## src/rtl/shim_pkg.sv

```systemverilog
// Definitions shared by the shim blocks (fan-out and aligner): the state encoding
// of the two-state handshake controller.
package shim_pkg;

    localparam logic ST_IDLE = 1'b0;
    localparam logic ST_SEND = 1'b1;

    typedef enum logic {
        IDLE = ST_IDLE,
        SEND = ST_SEND
    } shim_state_e;

endpackage : shim_pkg

```

## src/rtl/shim_lane_pending.sv

```systemverilog
// One downstream lane: holds its pending flag and detects its valid/ready handshake.
module shim_lane_pending (
    input  logic clk_i,
    input  logic rst_ni,
    input  logic load_i,
    input  logic mask_bit_i,
    input  logic send_i,
    input  logic ready_i,
    output logic valid_o,
    output logic handshake_o
);

    logic pending_q;
    logic pending_d;

    // A lane is offered only while the controller is sending.
    assign valid_o     = pending_q & send_i;
    assign handshake_o = valid_o & ready_i;

    always_comb begin
        pending_d = pending_q;
        if (load_i) begin
            pending_d = mask_bit_i;
        end else if (handshake_o) begin
            pending_d = 1'b0;
        end
    end

    always_ff @(posedge clk_i or negedge rst_ni) begin
        if (!rst_ni) begin
            pending_q <= 1'b0;
        end else begin
            pending_q <= pending_d;
        end
    end

endmodule : shim_lane_pending

```

## src/rtl/shim_fanout.sv

```systemverilog
// Captures one bundle of signed lane values and offers it to each selected downstream
// lane independently, pulsing DONE_OUT once every selected lane has taken it.
module shim_fanout
    import shim_pkg::*;
#(
    parameter int NUM_OUTPUTS = 1,
    parameter int WIDTH       = 8
) (
    input  logic                                CLK,
    input  logic                                RSTN,
    input  logic signed [NUM_OUTPUTS*WIDTH-1:0] VALUES_IN,
    input  logic                                VALID_IN,
    input  logic        [NUM_OUTPUTS-1:0]       LANE_MASK_IN,
    output logic                                READY_OUT,
    output logic signed [NUM_OUTPUTS*WIDTH-1:0] VALUES_OUT,
    output logic        [NUM_OUTPUTS-1:0]       VALIDS_OUT,
    input  logic        [NUM_OUTPUTS-1:0]       READYS_IN,
    output logic                                DONE_OUT
);

    shim_state_e state_q;
    shim_state_e state_d;
    logic        done_q;
    logic        done_d;
    logic        load;
    logic        send;
    logic signed [NUM_OUTPUTS*WIDTH-1:0] values_q;
    logic        [NUM_OUTPUTS-1:0]       valids;
    logic        [NUM_OUTPUTS-1:0]       handshakes;

    assign send = (state_q == SEND);

    generate
        for (genvar gi = 0; gi < NUM_OUTPUTS; gi++) begin : g_lane
            shim_lane_pending u_lane (
                .clk_i       (CLK),
                .rst_ni      (RSTN),
                .load_i      (load),
                .mask_bit_i  (LANE_MASK_IN[gi]),
                .send_i      (send),
                .ready_i     (READYS_IN[gi]),
                .valid_o     (valids[gi]),
                .handshake_o (handshakes[gi])
            );
        end
    endgenerate

    always_comb begin
        state_d = state_q;
        done_d  = 1'b0;
        load    = 1'b0;
        case (state_q)
            IDLE: begin
                if (VALID_IN) begin
                    load = 1'b1;
                    // An empty mask completes immediately without entering SEND.
                    if (LANE_MASK_IN == '0) begin
                        done_d = 1'b1;
                    end else begin
                        state_d = SEND;
                    end
                end
            end
            SEND: begin
                if ((valids & ~handshakes) == '0) begin
                    state_d = IDLE;
                    done_d  = 1'b1;
                end
            end
            default: state_d = IDLE;
        endcase
    end

    always_ff @(posedge CLK or negedge RSTN) begin
        if (!RSTN) begin
            state_q  <= IDLE;
            done_q   <= 1'b0;
            values_q <= '0;
        end else begin
            state_q <= state_d;
            done_q  <= done_d;
            if (load) begin
                values_q <= VALUES_IN;
            end
        end
    end

    assign READY_OUT  = (state_q == IDLE);
    assign VALUES_OUT = values_q;
    assign VALIDS_OUT = valids;
    assign DONE_OUT   = done_q;

endmodule : shim_fanout
```

## config.mk

```make
export PLATFORM = sky130hd
export DESIGN_NAME = shim_fanout
export DESIGN_NICKNAME = d
export VERILOG_FILES = /design/src/rtl/shim_pkg.sv /design/src/rtl/shim_lane_pending.sv /design/src/rtl/shim_fanout.sv
export SDC_FILE = /design/constraint.sdc
export NUM_CORES = 1
export LEC_CHECK = 0
export ABC_AREA = 1
export CORE_AREA = 2 2 39 41
export CTS_BUF_LIST = sky130_fd_sc_hd__clkbuf_8
export DETAILED_ROUTE_END_ITERATION = 6
export DIE_AREA = 0 0 41 43
export PLACE_DENSITY_LB_ADDON = 0.1
export SLEW_MARGIN = 20
export SYNTH_ARGS = -nofsm -noshare
export SYNTH_HDL_FRONTEND = slang
export SYNTH_SLANG_ARGS = --single-unit
```

## constraint.sdc

```tcl
create_clock -name CLK -period 1.2 [get_ports CLK]
set_clock_uncertainty 0.15 [all_clocks]
set_input_delay 0.36 -clock CLK [delete_from_list [all_inputs] [get_ports CLK]]
set_output_delay 0.36 -clock CLK [all_outputs]
set_load 0.005 [all_outputs]
```

# Word level (Yosys, flattened, before mapping)
# Index checks and enable logic that the tools add are counted.
# W data, S select, Z words.
# totals
regBits	11
# op_classes
mux	12
n_bitwise	5
reduce_logical	1
# ops
cell	count
$mux W1	10
$pmux W1 S2	2
$and A1 B1 Y1	3
$not A1 Y1	2
$reduce_bool A2 Y1	1

# Logic depth before layout (Yosys ltp)
# Gate-level depths: netlist (run 1).
# logic_depth
depth_word	6
mapped_depth	4
ltp_nobuf	4

# By module
# From an unflattened synthesis (run 1), not the netlist that was laid out.
# unflattened
hier_cells	58
area_unflattened_um2	488.0
# modules_own_cells
module	n_inst	cells_per_inst	area_each_um2
shim_fanout	1	48	425.4
shim_lane_pending	1	10	62.6

# Worst setup path after synthesis (run 1)
# No wires, ideal clock.
# synth_timing
kind	reg2out
startpoint	register state_q (netlist: send)
endpoint	output VALIDS_OUT
t_arrival_ns	0.565
setup_slack_ns	0.125
stages_incl_launch_ff	3
cell_sequence	dfrtp_1 nand2_1 inv_1
# synth_between
elab_chain_cells	1
# synth_lines
element	line_no	text
from (decl)	shim_fanout.sv:21	shim_state_e state_q;
from (signal assigned)	shim_fanout.sv:80	state_q <= state_d;
$and A1 B1 Y1	shim_lane_pending.sv:17	assign valid_o = pending_q & send_i;
to (decl)	shim_fanout.sv:16	output logic [NUM_OUTPUTS-1:0] VALIDS_OUT,
# No other way between the ends.

# Worst setup path in the final report (run 1)
# Same ends and word-level chain as after synthesis.

==> impl_metrics.toml, run 1 <==
[status]
status = "finished, violations left"
violations = "setup timing"

[clock_tree]
cts.htree.levels = 1
clk_pin_slew_worst_paths_ns = 0.05
cts.path.max_buffers = 2
cts_tree = "built"
cts_buffers = 3
clkLatencyLatePin_ns = 0.24
clkSinkCount = 11
root_buffer = "clkbuf_8"

[sta]
period_share_pct = 112
hold_viol = 0
finalMaxSlewViolations = 0
relSlewSlack_pct = 84.3
fmax_mhz = 743
min_period_ns = 1.35
worst_pin_slew_ns = 0.235
rsz0062_at_grt = "true"
setup_violations = 11
post-route-worst-setup-slack_ns = -0.147

[logic_synthesis]
syn_avg_cell_area_um2 = 8.69
syn-instance-count = 52
synth_nets = 65
netlist.area_leader.share_pct = 60.9
yosysUniqueCellTypes = 8
syn-cell-area_um2 = 452
synth.area.top_cells = "dfrtp_1 (61%), nand2_1 (27%), inv_1 (3.3%)"
synth_warnings = 0
ys_seq_elements = 11
synth_top_cell_by_area = "dfrtp_1"
yosysSeqAreaShare_pct = 60.9

[route]
drt_wl_total_um = 1080
drcViolationCount = 0
drtIter0Drc = 3
dr_total_vias = 455
antenna_left = 0
drtPass1Iterations = 4
wl_per_cell_um = 10.3
via_per_inst = 4.33

[finish]
fin_cells = 105
fin_area_um2 = 783
nets = 103
multiInputGateArea_um2 = 164
final_cell_mix = "nand2_1 (32), dfrtp_1 (11), clkdlybuf4s50_1 (11)"
drive_gt1_share_pct = 32.6
syn2layout_area_growth_pct = 73.4
fin_util_pct = 56.6
final_common_cell = "nand2_1"
antenna-diode-count = 0
n_fill_cell = 146
register_area_um2 = 275

[global_routing]
grt-ovfl-total = 0
grt_max_degree = 12
grt_pass1_wl_um = 1660
grt_use_total_pct = 14.8
grt_pass1_vias = 400
antenna_found_initial = 0

[place]
port_buffers = 23
place.detailed.hpwl_um = 728
gp_congestion = 0.664
dp_cells = 95
post_dp_cell_area_um2 = 744

[pwr]
power.leakage_nw = 0.444
p_sw_share_pct = 25.3
power.switching_mw = 0.267
power_frac_seq_pct = 42.0
power_frac_comb_pct = 23.4
power_mw = 1.05
power.internal_mw = 0.787
power_density_mw_per_mm2 = 1340
vdd_ir_drop_max_v = 0.000744
clockPowerShare_pct = 34.6

[floorplanning]
die_h_um = 43
row_count = 14
dieArea_mm2 = 0.00176
coreArea_mm2 = 0.00138
io_pins = 24
die_w_um = 41
initial_utilization_pct = 32.6

[worst_setup_path]
critPathCaptureType = "output pin"
required_ns = 0.69
critical-path-max-stage-delay_ns = 0.40
r2r_cells = 4
start_kind = "register"
crit_type = "register to output pin"
path_cells = "nand2_1 -> inv_1 -> buf_2"
cp_num_buf_inv = 2
rrSetupSlack_ns = 0.08
cp_data_arrival_time_ns = 0.84
crit_path_max_fanout = 3
crit_path_top_delay_cell = "dfrtp_1"
r2r_start = "send"
critPathTopFamily = "flip-flops"
worstReg2RegEnd = "VALUES_OUT[5]"

[flow_run]
maxCapViolations = 0

[worst_hold_path]
hp-class = "input pin to asynchronous set/reset pin"
[what timing repair did]
action | in CTS | in global routing
hold buffers | 0 | 0
endpoints found under the setup margin | 22 | 11
resized for setup | 47 | 0
setup buffers | 2 | 3
pin swaps | 2 | 1
gates cloned | 1 | 0
[worst register-to-register path: stages (launching register included)]
cell and delay (ns):
dfrtp_1 0.40, buf_4 0.17, nor2_2 0.20, nand2_1 0.08
nand2_1 0.06
[flip-flops by register name, summed over array words and instances, names as in the netlist]
| signal | flops |
|---|---|
| DONE_OUT | 1 |
| VALUES_OUT | 8 |
| g_lane.u_lane.pending_q | 1 |
| send | 1 |
[cell families (layout without fill, tap and decap cells)]
group,count (synthesis),in the layout,synth area share (%)
buf+inv,5,41,4.15
flops,11,11,60.9
simple gates,36,37,34.9
[cell usage after synthesis]
library cell,instances
nand2_1,32
dfrtp_1,11
inv_1,4
inv_2,1
nand2_4,1
nand3_1,1
nand3_2,1
nor2_4,1
[metrics by stage]
stage | setup TNS, ns | worst slack, ns | hold WS, ns
after global placement | -5.30 | -0.354 | 0.315
after global routing | -0.830 | -0.182 | 0.315
after detailed placement | -5.36 | -0.370 | 0.320
after CTS | -0.651 | -0.162 | 0.311
after floorplan | 0 | 0.125 | -0.0856
final | -0.570 | -0.147 | 0.306
[layer usage]
metal / global-route usage (%) / vias up / part of all wire, %
met3: 4.71 / 4 / 6.0
met5: 0 / - / 0
met1: 18.2 / 208 / 44
met2: 20.9 / 14 / 47
li1: - / 229 / -
met4: 10.0 / 0 / 2.3
[power by group through the flow]
stage / clock [mW] / combinational, mW / sequential (mW)
after global routing: 0.383 / 0.271 / 0.448
after detailed placement: 0 / 0.254 / 0.451
after global placement: 0 / 0.250 / 0.451
after CTS: 0.373 / 0.230 / 0.443
after floorplan: 0 / 0.0662 / 0.459
final: 0.365 / 0.247 / 0.442
[how the worst max path moves through the flow]
stage / depth (start not counted) / endpoint / startpoint
6_report: 3 / VALIDS_OUT / send
5_1_grt: 3 / VALIDS_OUT / send
4_1_cts: 3 / VALIDS_OUT / send
3_5_place_dp: 5 / g_lane[0].u_lane.pending_q / VALID_IN
3_3_place_gp: 5 / g_lane[0].u_lane.pending_q / VALID_IN
2_1_floorplan: 2 / VALIDS_OUT / send
[cell type report]
type / count / area share, %
Clock buffer: 3 / 5.27
Clock inverter: 1 / 0.479
Inverter: 5 / 2.40
Multi-Input combinational cell: 37 / 20.9
Sequential cell: 11 / 35.1
Tap cell: 16 / 2.56
Timing Repair Buffer: 32 / 33.2
Power figures use the tool's default switching activity.
==> run 2, diff against run 1 <==
--- a/config.mk
+++ b/config.mk
@@ -6,10 +6,10 @@
 export NUM_CORES = 1
 export LEC_CHECK = 0
 export ABC_AREA = 1
-export CORE_AREA = 2 2 39 41
+export CORE_AREA = 4 4 41 43
 export CTS_BUF_LIST = sky130_fd_sc_hd__clkbuf_8
 export DETAILED_ROUTE_END_ITERATION = 6
-export DIE_AREA = 0 0 41 43
+export DIE_AREA = 0 0 45 47
 export PLACE_DENSITY_LB_ADDON = 0.1
 export SLEW_MARGIN = 20
 export SYNTH_ARGS = -nofsm -noshare
==> run 2 against run 1 <==
The flow still finishes with violations (setup timing). Sequential cell count did not move. Total power rose by 1.3%. Setup slack got worse by 0.078 ns. Clock power fell by 2%. Sequential share of layout area fell by 1.5 points. Wire length rose by 10%. Core utilization rose by 6.3 points. Count of clock-buffer cells in the layout did not move. Highest routed layer is now met3. Cell count rose by 0.95%. Largest cell class unchanged. Via count rose by 0.66%.
==> impl_metrics.toml, run 2 (synthesized netlist as in run 1, its figures left out) <==
[floorplanning]
initial_utilization_pct = 34.7
coreArea_mm2 = 0.00130
row_count = 13
io_pins = 24
die_w_um = 45
dieArea_mm2 = 0.00212
die_h_um = 47

[worst_setup_path]
crit_type = "register to output pin"
cp_data_arrival_time_ns = 0.91
required_ns = 0.69
critPathCaptureType = "output pin"
crit_path_max_fanout = 2
start_kind = "register"

[global_routing]
grt-ovfl-total = 0
antenna_found_initial = 0
grt_use_total_pct = 12.3
grt_pass1_vias = 424
grt_pass1_wl_um = 1850
grt_max_degree = 12

[clock_tree]
cts_hold_buf = 0
clk_pin_slew_worst_paths_ns = 0.05
cts.path.max_buffers = 2
root_buffer = "clkbuf_8"
clkSinkCount = 11
cts_buffers = 3
clkLatencyLatePin_ns = 0.23
cts.htree.levels = 1
cts_tree = "built"

[place]
gp_congestion = 0.642
port_buffers = 23
place.detailed.hpwl_um = 811
dp_cells = 95

[sta]
hold_viol = 0
post-route-worst-setup-slack_ns = -0.225
fmax_mhz = 702
rsz0062_at_grt = "true"
tns_ns = -0.761
relSlewSlack_pct = 90.1
min_period_ns = 1.42
worst_pin_slew_ns = 0.148
setup_violations = 11
hold_ws_ns = 0.302
finalMaxSlewViolations = 0
period_share_pct = 119

[finish]
register_area_um2 = 275
drive_gt1_share_pct = 38.5
nets = 105
multiInputGateArea_um2 = 188
largest_reg_flops = 8
syn2layout_area_growth_pct = 81.2
antenna-diode-count = 0
n_fill_cell = 130
final_cell_mix = "nand2_1 (28), dfrtp_1 (11), clkdlybuf4s50_1 (11), buf_2 (11), buf_4 (9)"
fin_cells = 106
final_common_cell = "nand2_1"

[route]
antenna_left = 0
drt_wl_total_um = 1190
drcViolationCount = 0
dr_total_vias = 458
via_per_inst = 4.32
drtPass1Iterations = 2
drtIter0Drc = 5
wl_per_cell_um = 11.2

[worst_hold_path]
hp-class = "input pin to asynchronous set/reset pin"

[pwr]
power.leakage_nw = 0.455
vdd_ir_drop_max_v = 0.000841
power_density_mw_per_mm2 = 1300

[flow_run]
maxCapViolations = 0

[status]
status = "finished, violations left"
violations = "setup timing"
==> run 2: layout make-up <==
type | count | share of cell area, %
timing repair buffer | 34 | 33.3
clock inverter | 1 | 0.459
clock buffer | 3 | 5.05
sequential | 11 | 33.6
tap | 15 | 2.29
multi-input combinational | 37 | 22.9
inverter | 5 | 2.29
==> run 2: repair_timing <==
| item | in CTS | in global routing |
|---|---|---|
| gates cloned | 1 | 0 |
| resized for setup | 48 | 5 |
| buffers inserted | 3 | 4 |
| pin swaps | 1 | 4 |
| setup endpoints to repair | 22 | 20 |
==> run 2: power breakdown <==
| part | switching, mW | total (mW) | leakage (nW) | internal [mW] |
|---|---|---|---|---|
| clock network | 0.133 | 0.357 | 0.0269 | 0.224 |
| logic | 0.116 | 0.266 | 0.292 | 0.150 |
| registers | 0.0237 | 0.444 | 0.136 | 0.420 |
| total | 0.272 | 1.07 | 0.455 | 0.794 |
==> run 2: worst paths after layout <==
check	depth (start not counted)	from	slack, ns	to
setup / recovery	4	send	-0.22	VALIDS_OUT
hold / removal	2	RSTN	0.30	g_lane[0].u_lane.pending_q
setup reg to reg	5	send	0.02	VALUES_OUT[2]
hold reg to reg	2	VALUES_OUT[6]	0.32	VALUES_OUT[6]
max in group asynchronous	2	RSTN	0.49	VALUES_OUT[3]
min in group CLK	2	VALUES_OUT[6]	0.32	VALUES_OUT[6]
==> run 2: critical path, cell delays in order, from the launching register on <==
cell and delay [ns]:
dfrtp_1 0.38, buf_6 0.12, nand2_2 0.04, inv_1 0.03, buf_2 0.11
==> run 2: routing by layer <==
metal | GRT usage (%) | part of all wire [%]
met5 | 0 | 0
met4 | 1.75 | 0
met3 | 4.98 | 9.1
met2 | 22.0 | 50
met1 | 14.1 | 41
==> run 2: through the flow <==
step / utilization [%] / setup slack (ns) / instance area, um2 / power (mW)
floorplan: - / 0.125 / 452 / 0.525
global placement: 57.7 / -0.267 / 751 / 0.705
detailed placement: 57.7 / -0.325 / 751 / 0.708
CTS: 59.5 / -0.231 / 774 / 1.04
global route: 62.9 / -0.275 / 818 / 1.13
finish: 62.9 / -0.225 / 818 / 1.07
